`config.mk`:
```
export PLATFORM = sky130hd
export DESIGN_NAME = pe_row_scheduler
export DESIGN_NICKNAME = d
export VERILOG_FILES = /design/src/rtl/pe_row_scheduler_pkg.sv /design/src/rtl/pe_row_scheduler_beat_joiner.sv /design/src/rtl/pe_row_scheduler.sv
export SDC_FILE = /design/constraint.sdc
export NUM_CORES = 1
export LEC_CHECK = 0
export ABC_AREA = 0
export BUFFER_PORTS_ARGS = -buffer_cell sky130_fd_sc_hd__buf_4
export CAP_MARGIN = 20
export CORE_ASPECT_RATIO = 0.5
export CORE_MARGIN = 3
export CORE_UTILIZATION = 56
export DETAILED_ROUTE_END_ITERATION = 8
export GPL_TIMING_DRIVEN = 0
export PLACE_DENSITY = 0.81
export SYNTH_ARGS = -nofsm -noshare
export SYNTH_HDL_FRONTEND = slang
export SYNTH_SLANG_ARGS = --single-unit
```
`constraint.sdc`:
```
create_clock -name clk -period 3.2 [get_ports clk]
set_input_delay 0.64 -clock clk [delete_from_list [all_inputs] [get_ports clk]]
set_output_delay 0.64 -clock clk [all_outputs]
set_load 0.05 [all_outputs]
```
`src/rtl/pe_row_scheduler_pkg.sv`:
```
// Shared constants and FSM state type for the PE row scheduler.
package pe_row_scheduler_pkg;

  localparam int unsigned MAX_SEQ_LEN = 64;
  localparam int unsigned IDX_W       = $clog2(MAX_SEQ_LEN);

  typedef enum logic [2:0] {
    StIdle,
    StClear,
    StStream,
    StDrain,
    StFinish
  } pe_sched_state_t;

endpackage

```
`src/rtl/pe_row_scheduler_beat_joiner.sv`:
```
// Joins the independent Q, K and V handshakes of one beat. Each channel is
// offered once per beat; the beat completes when the last outstanding channel
// fires, which also rearms all three channels for the next beat.
module beat_joiner (
  input  logic clk,
  input  logic rst,
  input  logic en,
  input  logic clear,
  input  logic q_src_vld,
  input  logic kv_src_vld,
  input  logic q_rdy,
  input  logic k_rdy,
  input  logic v_rdy,
  output logic q_vld,
  output logic k_vld,
  output logic v_vld,
  output logic beat_done
);

  logic q_sent_q, k_sent_q, v_sent_q;
  logic q_fire, k_fire, v_fire;

  // Offer each channel until it fires; valids never look at the ready inputs.
  always_comb begin
    q_vld     = en & q_src_vld & ~q_sent_q;
    k_vld     = en & kv_src_vld & ~k_sent_q;
    v_vld     = en & kv_src_vld & ~v_sent_q;
    q_fire    = q_vld & q_rdy;
    k_fire    = k_vld & k_rdy;
    v_fire    = v_vld & v_rdy;
    beat_done = en & (q_sent_q | q_fire) & (k_sent_q | k_fire) & (v_sent_q | v_fire);
  end

  // Sent flags: set on fire, cleared on beat completion or an explicit clear.
  always_ff @(posedge clk) begin
    if (!rst || clear || beat_done) begin
      q_sent_q <= 1'b0;
      k_sent_q <= 1'b0;
      v_sent_q <= 1'b0;
    end else begin
      q_sent_q <= q_sent_q | q_fire;
      k_sent_q <= k_sent_q | k_fire;
      v_sent_q <= v_sent_q | v_fire;
    end
  end

endmodule

```
`src/rtl/pe_row_scheduler.sv`:
```
// Sequences one PE backend through the query rows of an attention head:
// clear the PE, stream every key beat for the row, then forward only the
// final normalized PE output to the writer.
module pe_row_scheduler
  import pe_row_scheduler_pkg::*;
#(
  parameter int unsigned MAX_SEQ_LEN = pe_row_scheduler_pkg::MAX_SEQ_LEN,
  parameter int unsigned IDX_W       = $clog2(MAX_SEQ_LEN)
) (
  input  logic             clk,
  input  logic             rst,
  input  logic             start,
  input  logic [IDX_W:0]   seq_len_q,
  input  logic [IDX_W:0]   seq_len_k,
  output logic             busy,
  output logic             done,
  output logic [IDX_W-1:0] q_idx,
  output logic [IDX_W-1:0] k_idx,
  input  logic             q_src_vld,
  input  logic             kv_src_vld,
  output logic             q_pe_vld,
  output logic             k_pe_vld,
  output logic             v_pe_vld,
  input  logic             q_pe_rdy,
  input  logic             k_pe_rdy,
  input  logic             v_pe_rdy,
  output logic             pe_clear,
  input  logic             pe_out_vld,
  output logic             pe_ctrl_rdy,
  output logic             o_wr_vld,
  output logic [IDX_W-1:0] o_wr_idx,
  input  logic             o_wr_rdy
);

  localparam int unsigned CntW = IDX_W + 1;

  pe_sched_state_t state_q, state_d;
  logic [CntW-1:0] rows_q, rows_d;
  logic [CntW-1:0] keys_q, keys_d;
  logic [CntW-1:0] row_q, row_d;
  logic [CntW-1:0] k_cnt_q, k_cnt_d;
  logic [CntW-1:0] out_cnt_q, out_cnt_d;

  logic stream_en;
  logic last_out;
  logic out_fire;
  logic final_fire;
  logic beat_done;

  beat_joiner u_beat_joiner (
    .clk        (clk),
    .rst        (rst),
    .en         (stream_en),
    .clear      (pe_clear),
    .q_src_vld  (q_src_vld),
    .kv_src_vld (kv_src_vld),
    .q_rdy      (q_pe_rdy),
    .k_rdy      (k_pe_rdy),
    .v_rdy      (v_pe_rdy),
    .q_vld      (q_pe_vld),
    .k_vld      (k_pe_vld),
    .v_vld      (v_pe_vld),
    .beat_done  (beat_done)
  );

  assign q_idx    = row_q[IDX_W-1:0];
  assign k_idx    = k_cnt_q[IDX_W-1:0];
  assign o_wr_idx = row_q[IDX_W-1:0];

  // Next-state and output decode.
  always_comb begin
    state_d     = state_q;
    rows_d      = rows_q;
    keys_d      = keys_q;
    row_d       = row_q;
    k_cnt_d     = k_cnt_q;
    out_cnt_d   = out_cnt_q;
    busy        = 1'b0;
    done        = 1'b0;
    pe_clear    = 1'b0;
    pe_ctrl_rdy = 1'b0;
    o_wr_vld    = 1'b0;
    stream_en   = 1'b0;
    out_fire    = 1'b0;
    final_fire  = 1'b0;
    last_out    = (out_cnt_q == keys_q - CntW'(1));

    // Intermediate PE outputs are swallowed; the last one per row waits on the writer.
    if (state_q == StStream || state_q == StDrain) begin
      if (last_out) begin
        pe_ctrl_rdy = o_wr_rdy;
        o_wr_vld    = pe_out_vld;
      end else begin
        pe_ctrl_rdy = 1'b1;
      end
      out_fire   = pe_out_vld & pe_ctrl_rdy;
      final_fire = out_fire & last_out;
      if (out_fire && !last_out) begin
        out_cnt_d = out_cnt_q + CntW'(1);
      end
    end

    unique case (state_q)
      StIdle: begin
        if (start) begin
          if (seq_len_q != '0 && seq_len_k != '0) begin
            rows_d  = seq_len_q;
            keys_d  = seq_len_k;
            row_d   = '0;
            state_d = StClear;
          end else begin
            state_d = StFinish;
          end
        end
      end
      StClear: begin
        busy      = 1'b1;
        pe_clear  = 1'b1;
        k_cnt_d   = '0;
        out_cnt_d = '0;
        state_d   = StStream;
      end
      StStream: begin
        busy      = 1'b1;
        stream_en = 1'b1;
        if (beat_done) begin
          k_cnt_d = k_cnt_q + CntW'(1);
          if (k_cnt_q + CntW'(1) == keys_q) begin
            state_d = StDrain;
          end
        end
      end
      StDrain: begin
        busy = 1'b1;
        if (final_fire) begin
          if (row_q + CntW'(1) == rows_q) begin
            state_d = StFinish;
          end else begin
            row_d   = row_q + CntW'(1);
            state_d = StClear;
          end
        end
      end
      StFinish: begin
        done    = 1'b1;
        state_d = StIdle;
      end
      default: state_d = StIdle;
    endcase
  end

  // State and counter registers with synchronous active-low reset.
  always_ff @(posedge clk) begin
    if (!rst) begin
      state_q   <= StIdle;
      rows_q    <= '0;
      keys_q    <= '0;
      row_q     <= '0;
      k_cnt_q   <= '0;
      out_cnt_q <= '0;
    end else begin
      state_q   <= state_d;
      rows_q    <= rows_d;
      keys_q    <= keys_d;
      row_q     <= row_d;
      k_cnt_q   <= k_cnt_d;
      out_cnt_q <= out_cnt_d;
    end
  end

  // The final output of a row can only follow the row's last beat.
  a_no_final_in_stream : assert property (
    @(posedge clk) disable iff (!rst) !(state_q == StStream && final_fire)
  );

endmodule

```
* Word level (Yosys, flattened, before mapping)
Index checks and enable logic that the tools add are counted.
** Cells by class
- Multiply operators :: 0
- Magnitude comparators :: 0
- Eq/ne operators :: 13
- Div/mod/pow operators :: 0
- Multiplexer cells :: 24
- Bitwise logic cells :: 20
- Add/subtract/negate cells :: 4
- Reduce and logical (&&, ||, !) cells :: 19
- Shift-type cells :: 0
** Operators with widths (count)
- 7-bit 2-to-1 mux :: 5
- 7-bit one-hot mux with 2 select lines :: 2
- 7-bit by 1-bit adder with 7-bit output, second input constant :: 3
- 7-bit == test :: 3
- 3-bit 2-to-1 mux :: 6
- 7-bit nonzero test :: 2
- 1-bit AND :: 13
- 3-bit one-hot mux with 4 select lines :: 1
- 1-bit 2-to-1 mux :: 10
- 2-bit != test, second input constant :: 4
- 7-bit by 1-bit subtractor with 7-bit output, second input constant :: 1
- 3-bit by 2-bit == test with 1-bit output, second input constant :: 2
- 5-bit AND reduction :: 1
- 2-bit by 1-bit != test with 1-bit output, second input constant :: 2
- 1-bit NOT :: 4
- 2-bit AND reduction :: 2
- 4-bit AND reduction :: 1
- 2-bit nonzero test :: 2
- 3-bit by 1-bit == test with 1-bit output, second input constant :: 1
- 3-bit == test, second input constant :: 1
- 3-bit zero test :: 1
- 1-bit logical OR :: 3
- 1-bit OR :: 3
- 3-bit AND reduction :: 1
- other kinds (4) :: 6
** Word-level totals
- Input bits :: 24
- Latch bits :: 0
- Output and inout bits :: 26
- RAM bits :: 0
- Memories :: 0
- Logic and storage cells :: 89
- Bits in registers :: 41
- Memory bits (read-only) :: 0

* Depth between registers and ports, before layout
- Word-level depth :: 11
- Depth in mapped cells :: 9
- Gate-level depth less buffers :: 8

* By module
Synthesis repeated with hierarchy kept, for this count alone.
** Unflattened totals
- Cell total of the unflattened synthesis :: 332
- Area total of the unflattened synthesis :: 2792.7 um2
** Modules (own cells, without submodules)
- pe_row_scheduler :: times used 1, sequential area each 760.7 um2, cells an instance 313, area each 2637.5 um2
- beat_joiner :: times used 1, sequential area each 60.1 um2, cells an instance 19, area each 155.1 um2

* Least setup slack after synthesis
Ideal clock, no wire load.
- Path type :: reg2out
- From :: reg keys_q[0]
- To :: out o_wr_vld
- Arrival time :: 2.908 ns
- Path buffers :: 0
- Path slack :: -0.348 ns
- Stages on the path, launching flop included :: 7
- Required time :: 2.560 ns
- Cell sequence :: dfxtp_1 > inv_1 > ha_1 > nor3b_1 > xnor2_1 > o2111ai_2 > nor4b_1
** Between the ends
- Cells in the longest elaborated chain, start to end :: 4
** Ends and longest elaborated chain
- start, declared :: RTL line pe_row_scheduler.sv:39 : logic [CntW-1:0] keys_q, keys_d;
- start signal, assigned :: RTL line pe_row_scheduler.sv:164 : keys_q <= keys_d;
- 7-bit by 1-bit subtractor with 7-bit output :: RTL line pe_row_scheduler.sv:86 : last_out = (out_cnt_q == keys_q - CntW'(1));
- 7-bit == test :: RTL line pe_row_scheduler.sv:86
- 1-bit 2-to-1 mux :: RTL line pe_row_scheduler.sv:90 : if (last_out) begin
- 1-bit 2-to-1 mux :: RTL line pe_row_scheduler.sv:89 : if (state_q == StStream || state_q == StDrain) begin
- end, declared :: RTL line pe_row_scheduler.sv:30 : output logic o_wr_vld,
Every way passes these cells.

* Final worst setup path
- From :: reg keys_q[0]
- To :: out pe_ctrl_rdy
** Between the ends
- Cells in the longest elaborated chain, start to end :: 5
** Ends and longest elaborated chain
- 7-bit by 1-bit subtractor with 7-bit output :: RTL line pe_row_scheduler.sv:86
- 7-bit == test :: RTL line pe_row_scheduler.sv:86
- 1-bit 2-to-1 mux :: RTL line pe_row_scheduler.sv:90
- 1-bit 2-to-1 mux (2 in a row) :: RTL line pe_row_scheduler.sv:89
- end, declared :: RTL line pe_row_scheduler.sv:29 : output logic pe_ctrl_rdy,
Every way passes these cells. The select of a mux whose other input is x is not followed.

==> metrics.txt <==
post-synth net total 341; ANT nets after route 0; CTS tree built; max-cap viol count 0; most frequent cell after synthesis nor2_1; Slew Limit Fails 0; CP max FO 6; sequential area share after synthesis 31.2%; vias 2474; Initial Util 62.5%; GRT Util Overall 24.5%; cell internal pwr 1.02 mW; post-synthesis mux area share 7.62%; global-route wire length before repair 10600 microns; Synth Area in Adders 1.90%; Worst Hold Class reg2reg; Finish-stage setup viols 0; PostCTS Resize Cnt 0; synth unique cells 53; Final Worst Setup Slack 0.218 ns; GP Congestion 0.930; die area 5600 sq um; Sw Share 39.8%; total clock sinks 41; critical path class reg2out; Clk network pwr share 22.3%; EDFF count, synth 0; main combinational cell family by area after synthesis simple AND/OR/NAND/NOR gates; Worst Reg-to-Reg Cells 9; Tightest Pin Transition 0.743 ns; final WL 6480 microns; port buffer count 48; Hold Path Cell Cnt 1; 1st-iter DRT viols 76; pwr dens 537 nW/um^2; crit start category flip-flop; cts bufs inserted 5; synthesized area 2630 sq um; Critical Path RT 2.56 ns; outcome finished clean; gr ovfl total 0; vias in the first global route 2280; simple-gate share of the synthesized area 25.7%; largest net degree at the start of global routing 13; synth top area cells dfxtp_1, mux2i_1, nor2_1, buf_4, xnor2_1; Yosys top cell by area dfxtp_1; pre-CTS setup slack 0.552 ns; critical path data arrival time 2.34 ns; postcts setup bufs 0; CTS Buffer Depth 2; area grow syn2layout 20.4%; fmax 0.335 GHz; Worst-path clk slew 0.08 ns; Cells after DPL 415; Fin. Hold Viols 0; initial antenna violation count 0; ys async rst share 0%; WL/cell 15.3 microns; most instantiated cells after synthesis nor2_1, dfxtp_1, nand2_1; Die Width 103 microns; net switching power figure 677 uW; Period Utilization, post-route 93.2%; CTS Hold Bufs 0; Syn Area/Cell 8.39 sq um; share of post-route cells with drive strength above 1 24.7%; Worst Skew 0.00442 ns; Yosys top cell area share 31.2%; dpl hpwl 4900 microns; Die H 54.4 microns; Critical Path Sink Type output port; num ports 50; Root Buffer clkbuf_8; Pleak 1.38 nW; setup tns final 0 ns; Diodes inserted 0; Site Rows 16; Seq pwr share 36.4%; xor-xnor portion of the synthesized cell area 10.6%; drt via density 5.85; minimum clock period after layout 2.98 ns; Max IR drop VDD 0.305 mV; Synthesis Warnings 0; Slew Limit Headroom 50.0%; CORE AREA 4200 sq um; complex-gate fraction of the synthesized area 15.3%; RSZ-0062 raised after global routing false; most used flip-flop cell after synthesis dfxtp_1; count of state elements after synthesis 41; Syn Inst Count 313; DR pass1 iterations 5; Remaining DRCs 0; Post-Layout Cell Count 423; nets 396; clk_lat worst skew 0.30 ns; htree depth 2; combinational power share 41.3%
## cell type report
type | instances | area [sq um]
Timing Repair Buffer | 48 | 360
Tap cell | 54 | 67.6
Multi-Input combinational cell | 239 | 1610
Fill cell | 327 | 1040
Sequential cell | 41 | 821
Buffer | 29 | 186
Clock inverter | 1 | 5.00
Inverter | 4 | 15.0
Clock buffer | 7 | 96.3
## power groups by stage
stage          combinational, mW  clock, mW  sequential [mW]
2_1_floorplan              0.537          0            0.611
3_3_place_gp               0.671          0            0.625
3_5_place_dp               0.691          0            0.627
4_1_cts                    0.697      0.386            0.618
5_1_grt                    0.762      0.405            0.627
6_report                   0.702      0.379            0.618
## layer usage
| layer | global-route usage [%] | up-vias | wire length (microns) |
|---|---|---|---|
| met5 | 0 | - | 0 |
| li1 | - | 1220 | - |
| met4 | 8.60 | 0 | 124 |
| met3 | 4.96 | 14 | 389 |
| met2 | 42.1 | 83 | 2980 |
| met1 | 31.2 | 1157 | 2980 |
## through the flow
step	instance area, sq um	hold slack (ns)	power [mW]	util, %
after floorplan	2630	0.460	1.15	-
after global placement	3060	0.469	1.30	72.8
after detailed placement	3060	0.492	1.32	72.8
after CTS	3160	0.502	1.70	75.2
after global routing	3160	0.517	1.79	75.2
final	3160	0.497	1.70	75.2
## final timing paths
check	slack (ns)	to	startpoint
setup / recovery	0.22	pe_ctrl_rdy	keys_q[0]
hold reg to reg	0.50	row_q[6]	row_q[6]
hold / removal	0.50	row_q[6]	row_q[6]
setup reg to reg	0.60	row_q[6]	keys_q[0]
## state kept, by name, indices dropped and copies added (netlist names)
register,flops
keys_q,7
k_cnt_q,7
u_beat_joiner.q_sent_q,1
u_beat_joiner.v_sent_q,1
out_cnt_q,7
row_q,7
state_q,3
u_beat_joiner.k_sent_q,1
rows_q,7
## cells in the final DEF (no fill, tap or decap), drive strengths merged, types with 2 or more instances in the layout
| cell type | count |
|---|---|
| and2 | 3 |
| inv | 3 |
| mux2i | 20 |
| nor2 | 42 |
| or4 | 3 |
| buf | 69 |
| nand3 | 9 |
| or3 | 5 |
| nand4 | 8 |
| nand2 | 21 |
| o21ai | 9 |
| clkbuf | 15 |
| o31ai | 3 |
| clkinv | 2 |
| nor3b | 4 |
| nand3b | 5 |
| a31oi | 5 |
| xnor2 | 17 |
| nor4 | 4 |
| a21oi | 20 |
| a31o | 2 |
| nor3 | 8 |
| dfxtp | 41 |
| o31a | 2 |
| a21o | 2 |
| ha | 4 |
| xor2 | 13 |
| o211ai | 4 |
| a211oi | 6 |
| and3 | 7 |
| nor2b | 2 |
## cell families after synthesis
group	count (synthesis)
buf+inv	33
mux	20
fa+ha+maj	4
flops	41
xor+xnor	30
compound gates	58
simple gates	127
## worst max-delay path, cell delays in order, from the launching register on
cell and delay, ns:
dfxtp_1 0.45, inv_1 0.07, ha_1 0.23, nor3b_1 0.16, xnor2_1 0.19, o2111ai_2 0.27
o41a_1 0.47, buf_4 0.19
No activity file was read; power rests on OpenSTA's default activity.
